==> src/rtl/uart_frame_link.sv <==
// Framing layer over uart_ctl: TX sends SYNC, payload (MSB byte first), CSUM;
// RX hunts for SYNC and checks CSUM. Optional RX timeout: UART_FRAME_TIMEOUT_EN.
module uart_frame_link #(
  parameter int          N_BYTES        = 4,
  parameter logic [7:0]  SYNC           = 8'hA5,
  parameter int          TIMEOUT_CYCLES = 312500
) (
  input  logic                 clk,
  input  logic                 reset,
  input  logic [8*N_BYTES-1:0] tx_payload,
  input  logic                 tx_send,
  output logic                 tx_busy,
  output logic [8*N_BYTES-1:0] rx_payload,
  output logic                 rx_valid,
  output logic                 rx_err,
  output logic [7:0]           uart_tx_data,
  output logic                 uart_start_tx,
  input  logic                 uart_tx_ready,
  input  logic                 uart_rx_done,
  input  logic [7:0]           uart_rx_data
);

  localparam int         PW      = 8*N_BYTES;
  localparam logic [3:0] LAST_TX = 4'(N_BYTES+1);
  localparam logic [3:0] LAST_RX = 4'(N_BYTES-1);

  function automatic logic [7:0] csum_of(input logic [PW-1:0] p);
    logic [7:0] s;
    s = '0;
    for (int i = 0; i < N_BYTES; i++) s = s + p[8*i +: 8];
    return s;
  endfunction

  // ---------------- TX ----------------
  typedef enum logic [1:0] {T_IDLE, T_LOAD, T_WAITLO, T_WAITHI} tx_state_t;
  tx_state_t       t_state, t_next;
  logic [PW-1:0]   t_pay;
  logic [7:0]      t_csum;
  logic [3:0]      t_idx;
  logic [7:0]      t_byte;

  always_ff @(posedge clk or negedge reset)
    if (!reset) t_state <= T_IDLE;
    else        t_state <= t_next;

  always_comb begin
    t_next = t_state;
    case (t_state)
      T_IDLE:   if (tx_send)        t_next = T_LOAD;
      T_LOAD:   if (uart_tx_ready)  t_next = T_WAITLO;
      T_WAITLO: if (!uart_tx_ready) t_next = T_WAITHI;
      T_WAITHI: if (uart_tx_ready)  t_next = (t_idx == LAST_TX) ? T_IDLE : T_LOAD;
      default:                      t_next = T_IDLE;
    endcase
  end

  // index 0 is SYNC, 1..N_BYTES the payload, N_BYTES+1 the checksum
  always_comb begin
    t_byte = SYNC;
    if (t_idx == LAST_TX) t_byte = t_csum;
    for (int i = 0; i < N_BYTES; i++)
      if (t_idx == 4'(i+1)) t_byte = t_pay[PW-8-8*i +: 8];
  end

  always_ff @(posedge clk or negedge reset) begin
    if (!reset) begin
      t_pay         <= '0;
      t_csum        <= '0;
      t_idx         <= '0;
      tx_busy       <= 1'b0;
      uart_tx_data  <= '0;
      uart_start_tx <= 1'b0;
    end else begin
      uart_start_tx <= 1'b0;
      case (t_state)
        T_IDLE: if (tx_send) begin
          t_pay   <= tx_payload;
          t_csum  <= csum_of(tx_payload);
          t_idx   <= '0;
          tx_busy <= 1'b1;
        end
        T_LOAD: if (uart_tx_ready) begin
          uart_tx_data  <= t_byte;
          uart_start_tx <= 1'b1;
        end
        T_WAITHI: if (uart_tx_ready) begin
          if (t_idx == LAST_TX) tx_busy <= 1'b0;
          else                  t_idx   <= t_idx + 4'd1;
        end
        default: ;
      endcase
    end
  end

  // ---------------- RX ----------------
  typedef enum logic [1:0] {R_HUNT, R_DATA, R_CSUM} rx_state_t;
  rx_state_t     r_state, r_next;
  logic [PW-1:0] r_shadow;
  logic [7:0]    r_sum;
  logic [3:0]    r_idx;
  logic          r_tmo;

`ifdef UART_FRAME_TIMEOUT_EN
  localparam int TW = $clog2(TIMEOUT_CYCLES+1);
  logic [TW-1:0] r_tcnt;

  always_ff @(posedge clk or negedge reset)
    if (!reset)                                         r_tcnt <= '0;
    else if (r_state == R_HUNT || uart_rx_done || r_tmo) r_tcnt <= '0;
    else                                                r_tcnt <= r_tcnt + 1'b1;

  assign r_tmo = (r_state != R_HUNT) && !uart_rx_done &&
                 (r_tcnt == TW'(TIMEOUT_CYCLES-1));
`else
  // timeout disabled: constant-false for any legal TIMEOUT_CYCLES
  assign r_tmo = (TIMEOUT_CYCLES < 0);
`endif

  always_ff @(posedge clk or negedge reset)
    if (!reset) r_state <= R_HUNT;
    else        r_state <= r_next;

  always_comb begin
    r_next = r_state;
    case (r_state)
      R_HUNT: if (uart_rx_done && uart_rx_data == SYNC) r_next = R_DATA;
      R_DATA: begin
        if (r_tmo)                                  r_next = R_HUNT;
        else if (uart_rx_done && r_idx == LAST_RX) r_next = R_CSUM;
      end
      R_CSUM: if (r_tmo || uart_rx_done)           r_next = R_HUNT;
      default:                                      r_next = R_HUNT;
    endcase
  end

  always_ff @(posedge clk or negedge reset) begin
    if (!reset) begin
      r_shadow   <= '0;
      r_sum      <= '0;
      r_idx      <= '0;
      rx_payload <= '0;
      rx_valid   <= 1'b0;
      rx_err     <= 1'b0;
    end else begin
      rx_valid <= 1'b0;
      rx_err   <= r_tmo;
      case (r_state)
        R_HUNT: if (uart_rx_done && uart_rx_data == SYNC) begin
          r_sum <= '0;
          r_idx <= '0;
        end
        R_DATA: if (uart_rx_done) begin
          for (int i = 0; i < N_BYTES; i++)
            if (r_idx == 4'(i)) r_shadow[PW-8-8*i +: 8] <= uart_rx_data;
          r_sum <= r_sum + uart_rx_data;
          r_idx <= r_idx + 4'd1;
        end
        R_CSUM: if (uart_rx_done) begin
          if (uart_rx_data == r_sum) begin
            rx_payload <= r_shadow;
            rx_valid   <= 1'b1;
          end else begin
            rx_err     <= 1'b1;
          end
        end
        default: ;
      endcase
    end
  end

endmodule

==> config.mk <==
export PLATFORM = sky130hd
export DESIGN_NAME = uart_frame_link
export DESIGN_NICKNAME = d
export VERILOG_FILES = /design/src/rtl/uart_frame_link.sv
export SDC_FILE = /design/constraint.sdc
export NUM_CORES = 1
export LEC_CHECK = 0
export ABC_CLOCK_PERIOD_IN_PS = 5700
export CORE_MARGIN = 1
export CORE_UTILIZATION = 49
export DETAILED_ROUTE_END_ITERATION = 10
export MAX_ROUTING_LAYER = met4
export PLACE_DENSITY = 0.72
export SLEW_MARGIN = 40
export SYNTH_ARGS = -nofsm -noshare
export SYNTH_HDL_FRONTEND = slang
export SYNTH_SLANG_ARGS = --single-unit
export TNS_END_PERCENT = 5
==> constraint.sdc <==
create_clock -name clk -period 5.7 [get_ports clk]
set_input_delay 1.14 -clock clk [delete_from_list [all_inputs] [get_ports clk]]
set_output_delay 1.14 -clock clk [all_outputs]
set_load 0.01 [all_outputs]
======== Word level (Yosys, flattened, before mapping) ========
Index checks and enable logic that the tools add are counted.
W data, S select, Z words.
storage, ports and cells
  register bits after elaboration ......... 136
  output and inout bits ................... 44
  word-level logic and storage cells ...... 104
operators by class
  add/subtract/negate cells ............... 6
  eq/ne operators ......................... 25
  mux-type cells .......................... 37
  reductions and logical operators ........ 19
operators with widths
  cell                   number
  $mux W8                7
  $add A8 B8 Y8          4
  $reduce_and A3 Y1      7
  $mux W4                5
  $ne A2 B2 Y1 const B   10
  $eq A4 B2 Y1 const B   4
  $pmux W4 S2            2
  $pmux W8 S2            1
  $mux W2                7
  $mux W1                12
  $reduce_and A4 Y1      3
  $add A4 B1 Y4 const B  2
  $eq A4 B1 Y1 const B   2
  $eq A4 B3 Y1 const B   2
  $eq A8 B8 Y1           1
  $eq A8 B8 Y1 const B   1
  $pmux W2 S4            1
  $eq A2 B2 Y1 const B   3
  $pmux W2 S3            1
  $eq A2 B1 Y1 const B   2
  $logic_not A2 Y1       2
  $logic_not A4 Y1       1
  $reduce_and A2 Y1      2
  $reduce_bool A2 Y1     2
  other kinds (2)        3

======== Logic depth before layout (Yosys ltp) ========
  word-level depth ........................ 6
  depth in mapped cells ................... 10
  depth with buffers taken out ............ 10

======== Worst setup path after synthesis ========
No wires, ideal clock.
  kind .................................... input to register
  start point ............................. input port tx_payload[2]
  end point ............................... register t_csum[6]
  arrival time ............................ 3.495 ns
  setup slack ............................. 2.136 ns
  cell stages on the path ................. 10
  cells stage by stage .................... inv_1 > fa_1 > fa_1 > inv_1 > ha_1 > a21o_1 > a21o_1 > a21oi_1 > or4b_2 > nand3_1
on the way
  word-level cells in the longest chain between the ends .. 3
RTL lines
  element                      RTL line  text
  from (decl)                  10        input logic [8*N_BYTES-1:0] tx_payload,
  $add A8 B8 Y8 (3 in series)  30        for (int i = 0; i < N_BYTES; i++) s = s + p[8*i +: 8];
  to (signal assigned)         78        t_csum <= csum_of(tx_payload);
  to (decl)                    38        logic [7:0] t_csum;
No other way between the ends.
A chain may end at the register's enable or synchronous reset.

======== Worst setup path in the final report ========
  start point ............................. input port tx_payload[1]
  end point ............................... register t_csum[7]
Same word-level chain as after synthesis.

==> summary.txt <==
Yosys
  – Syn nets: 660
  – Syn. warnings: 0
  – Synth Area in Adders: 9.46%
  – Simple-gate portion of the synthesized area: 10.0%
  – Largest family of logic cells by synthesized area: multiplexers
  – Avg Synthesized Cell Area: 11.8 um2
  – Syn Std Cell Area: 6750 um2
  – Post-synthesis cell type count: 52
  – Number of synthesized flops with an enable pin: 0
  – Mux contribution to synthesized area: 14.8%
  – Register area share after synthesis: 50.4%
  – Asr flop ratio synth: 100%
  – Compound-Gate Fraction of Synth Area: 9.62%
  – Synth Register Bits: 136
  – XOR/XNOR Fraction of Synth Area: 1.95%
  – Main synth FF type: dfrtp_1
  – Cells after Synth: 573

Critical path
  – Critical Path AT: 4.03 ns
  – Startpoint types: input pin
  – CP max FO: 3
  – Crit Reg-Reg Startpoint: r_sum[2]$_DFFE_PN0P_
  – Critical path class: input pin to register
  – Crit path buf inv count: 1
  – R2R setup slack: 3.21 ns
  – Crit. Startpoint: tx_payload[1]
  – CP top delay family: adder cells
  – Most frequent CP cell: fa_1
  – Critical path, cell by cell: clkdlybuf4s50_1, fa_1, fa_1, ha_1, fa_1, a211oi_1, o21bai_1, a21oi_1, xnor2_1, o21ai_0
  – Worst EP required: 5.96 ns
  – Worst Setup End Kind: register
  – RR Endpoint: rx_payload[30]$_DFFE_PN0P_
  – R2R cell count: 5
  – Slowest stage delay, CP: 0.59 ns
  – CP max stage cell: fa_1

CTS
  – Reg clk slew, reported paths: 0.05 ns
  – # hold bufs at CTS: 0
  – Clock Sinks: 136
  – Clk_lat worst skew: 0.42 ns
  – Clock tree buffer depth: 2
  – # Post-CTS Setup Buffers: 0
  – H-Tree Depth: 4
  – CTS tree: done
  – CTS resizes: 0
  – CTS Buf Count: 17
  – Root Buffer: clkbuf_16

Floorplan
  – Die Y: 119 um
  – Die area: 14,200 um2
  – I/O pins: 89
  – Rows: 42
  – Initial Util: 50.6%
  – Core Region: 13,300 um2
  – Die width: 119 um

Pwr
  – Power density cells: 412 nW/um2
  – Total power: 0.00343 W
  – Lkg Pwr: 3.97 nW
  – Worst vdd ir: 0.217 mV

Layout
  – Area growth syn-to-layout: 23.2%
  – Final Cell Area: 8310 um2
  – Sequential cell area: 3400 um2
  – Antenna diode count: 0
  – Multi-input combinational cell area: 3100 um2
  – Layout cells sized above 1: 17.6%
  – Final net count: 750
  – Filler cell count: 1,103

Global route
  – First-pass GRT wire length: 24,200 um
  – GRT overflow: 0
  – Largest net degree at the start of global routing: 100
  – Initial antenna violation count: 0
  – Vias in the first global route: 4,884
  – All-Layer GR Usage: 22.7%

STA
  – Max-slew violation count: 0
  – F_max: 266 MHz
  – Slew HR: 50.2%
  – Period utilization: 66.1%
  – Worst Max-Slew Pin Slew: 0.745 ns
  – RSZ-0062 raised after global routing: false
  – Final setup viols: 0
  – Post-route clock skew: 0.0101 ns
  – Final Hold Viols: 0
  – Final setup TNS: 0 ns
  – PnR worst setup slack: 1.93 ns
  – Hold WS: 0.479 ns
  – Final min period: 3.77 ns

Route
  – DRT iter0 DRCs: 188
  – Vias post-DR: 4,578
  – WL per Instance: 16.6 um
  – DR vias/cell: 5.40
  – DR DRC count: 0
  – Final antenna-violating net count: 0
  – 1st-pass router iterations: 5
  – Total Wirelength: 14,100 um

Hold path
  – HP Start: t_csum[3]$_DFFE_PN0P_
  – Hold Path End: t_csum[3]$_DFFE_PN0P_
  – Hold Path Class: register to register
  – Cell count of the worst hold path: 2

Place
  – Pre-CTS setup slack: 1.51 ns
  – Detailed Place HPWL: 10,100 um
  – Placed Area: 7770 um2
  – Final Wtd Congestion: 0.819
  – IO buf count: 88

Run status
  – Status: completed

Run
  – Max_cap viols: 0
[cells by family after synthesis]
| logic type | Yosys count |
|---|---|
| adders and majority gates | 42 |
| xor gates and xnor gates | 15 |
| AOI/OAI and AO/OA | 107 |
| muxes | 89 |
| DFF | 136 |
| and+or+nand+nor | 125 |
| buffers and inverters | 59 |
[placed cells by master (no fill, tap or decap), types with 5 or more instances in the layout]
master	instances
dfrtp_1	136
clkdlybuf4s50_1	87
mux2_2	81
nand2_1	46
o21ai_0	42
inv_1	40
ha_1	27
a21oi_1	22
nor2_1	18
clkbuf_16	17
fa_1	15
nor3b_1	13
xnor2_1	11
a21o_1	11
nor2b_1	8
a211oi_1	8
nor3_1	6
a22o_1	6
and2_1	5
mux2i_1	5
[metal layers]
layer | vias up | track usage [%] | wire length [um]
met3 | 15 | 5.36 | 665
met1 | 2313 | 29.1 | 6330
met2 | 86 | 35.6 | 6930
li1 | 2164 | - | -
met5 | - | - | 0
met4 | 0 | 7.50 | 159
[synthesized netlist by cell type (all sizes together) (8+ instances only)]
library cell | n | area [um2]
nor3b | 13 | 97.6
a211oi | 8 | 60.1
o21ai | 43 | 215
nor2 | 18 | 67.6
a21oi | 22 | 110
nand2 | 50 | 195
dfrtp | 136 | 3400
ha | 27 | 338
mux2 | 84 | 946
inv | 40 | 150
fa | 15 | 300
clkbuf | 13 | 68.8
a21o | 11 | 82.6
xnor2 | 11 | 96.3
nor2b | 8 | 50.1
[flip-flops by register name, summed over array words and instances (netlist names), 2 cells and up]
| register | flops |
|---|---|
| t_csum | 8 |
| r_state | 2 |
| t_idx | 4 |
| r_sum | 8 |
| r_shadow | 32 |
| t_state | 2 |
| t_pay | 32 |
| r_idx | 4 |
| rx_payload | 32 |
| uart_tx_data | 8 |
[layout make-up]
class	instances	share of cell area, %
Sequential cell	136	41.0
Multi-Input combinational cell	378	37.3
Timing Repair Buffer	90	10.8
Clock buffer	22	5.59
Tap cell	176	2.65
Inverter	40	1.81
Clock inverter	5	0.903
[per-stage QoR]
| step | instances | utilization (%) |
|---|---|---|
| after floorplan | 573 | - |
| after global routing | 847 | 62.3 |
| after global placement | 820 | 58.2 |
| final | 847 | 62.3 |
| after CTS | 847 | 62.3 |
| after detailed placement | 820 | 58.2 |
[report_power, final]
| group | switching [W] | internal (W) | total [W] | leakage, nW |
|---|---|---|---|---|
| clock network | 0.000368 | 0.000651 | 0.00102 | 0.267 |
| registers | 0.000167 | 0.00123 | 0.00139 | 1.78 |
| logic | 0.000515 | 0.000502 | 0.00102 | 1.92 |
[worst max-delay path by stage]
stage / to / slack, ns / cells after the start
after global routing: t_csum[7]$_DFFE_PN0P_ / 1.73 / 10
after floorplan: t_csum[6]$_DFFE_PN0P_ / 2.14 / 10
after detailed placement: t_csum[6]$_DFFE_PN0P_ / 1.51 / 11
after CTS: t_csum[6]$_DFFE_PN0P_ / 1.94 / 11
final: t_csum[7]$_DFFE_PN0P_ / 1.93 / 10
after global placement: t_csum[7]$_DFFE_PN0P_ / 1.57 / 10
[worst register-to-register path: stages (launching register included)]
cell	delay, ns
dfrtp_1	0.39
ha_1	0.35
nor4_1	0.30
and3_2	0.27
nand4b_4	0.52
mux2_1	0.53
Power figures use the tool's default switching activity.
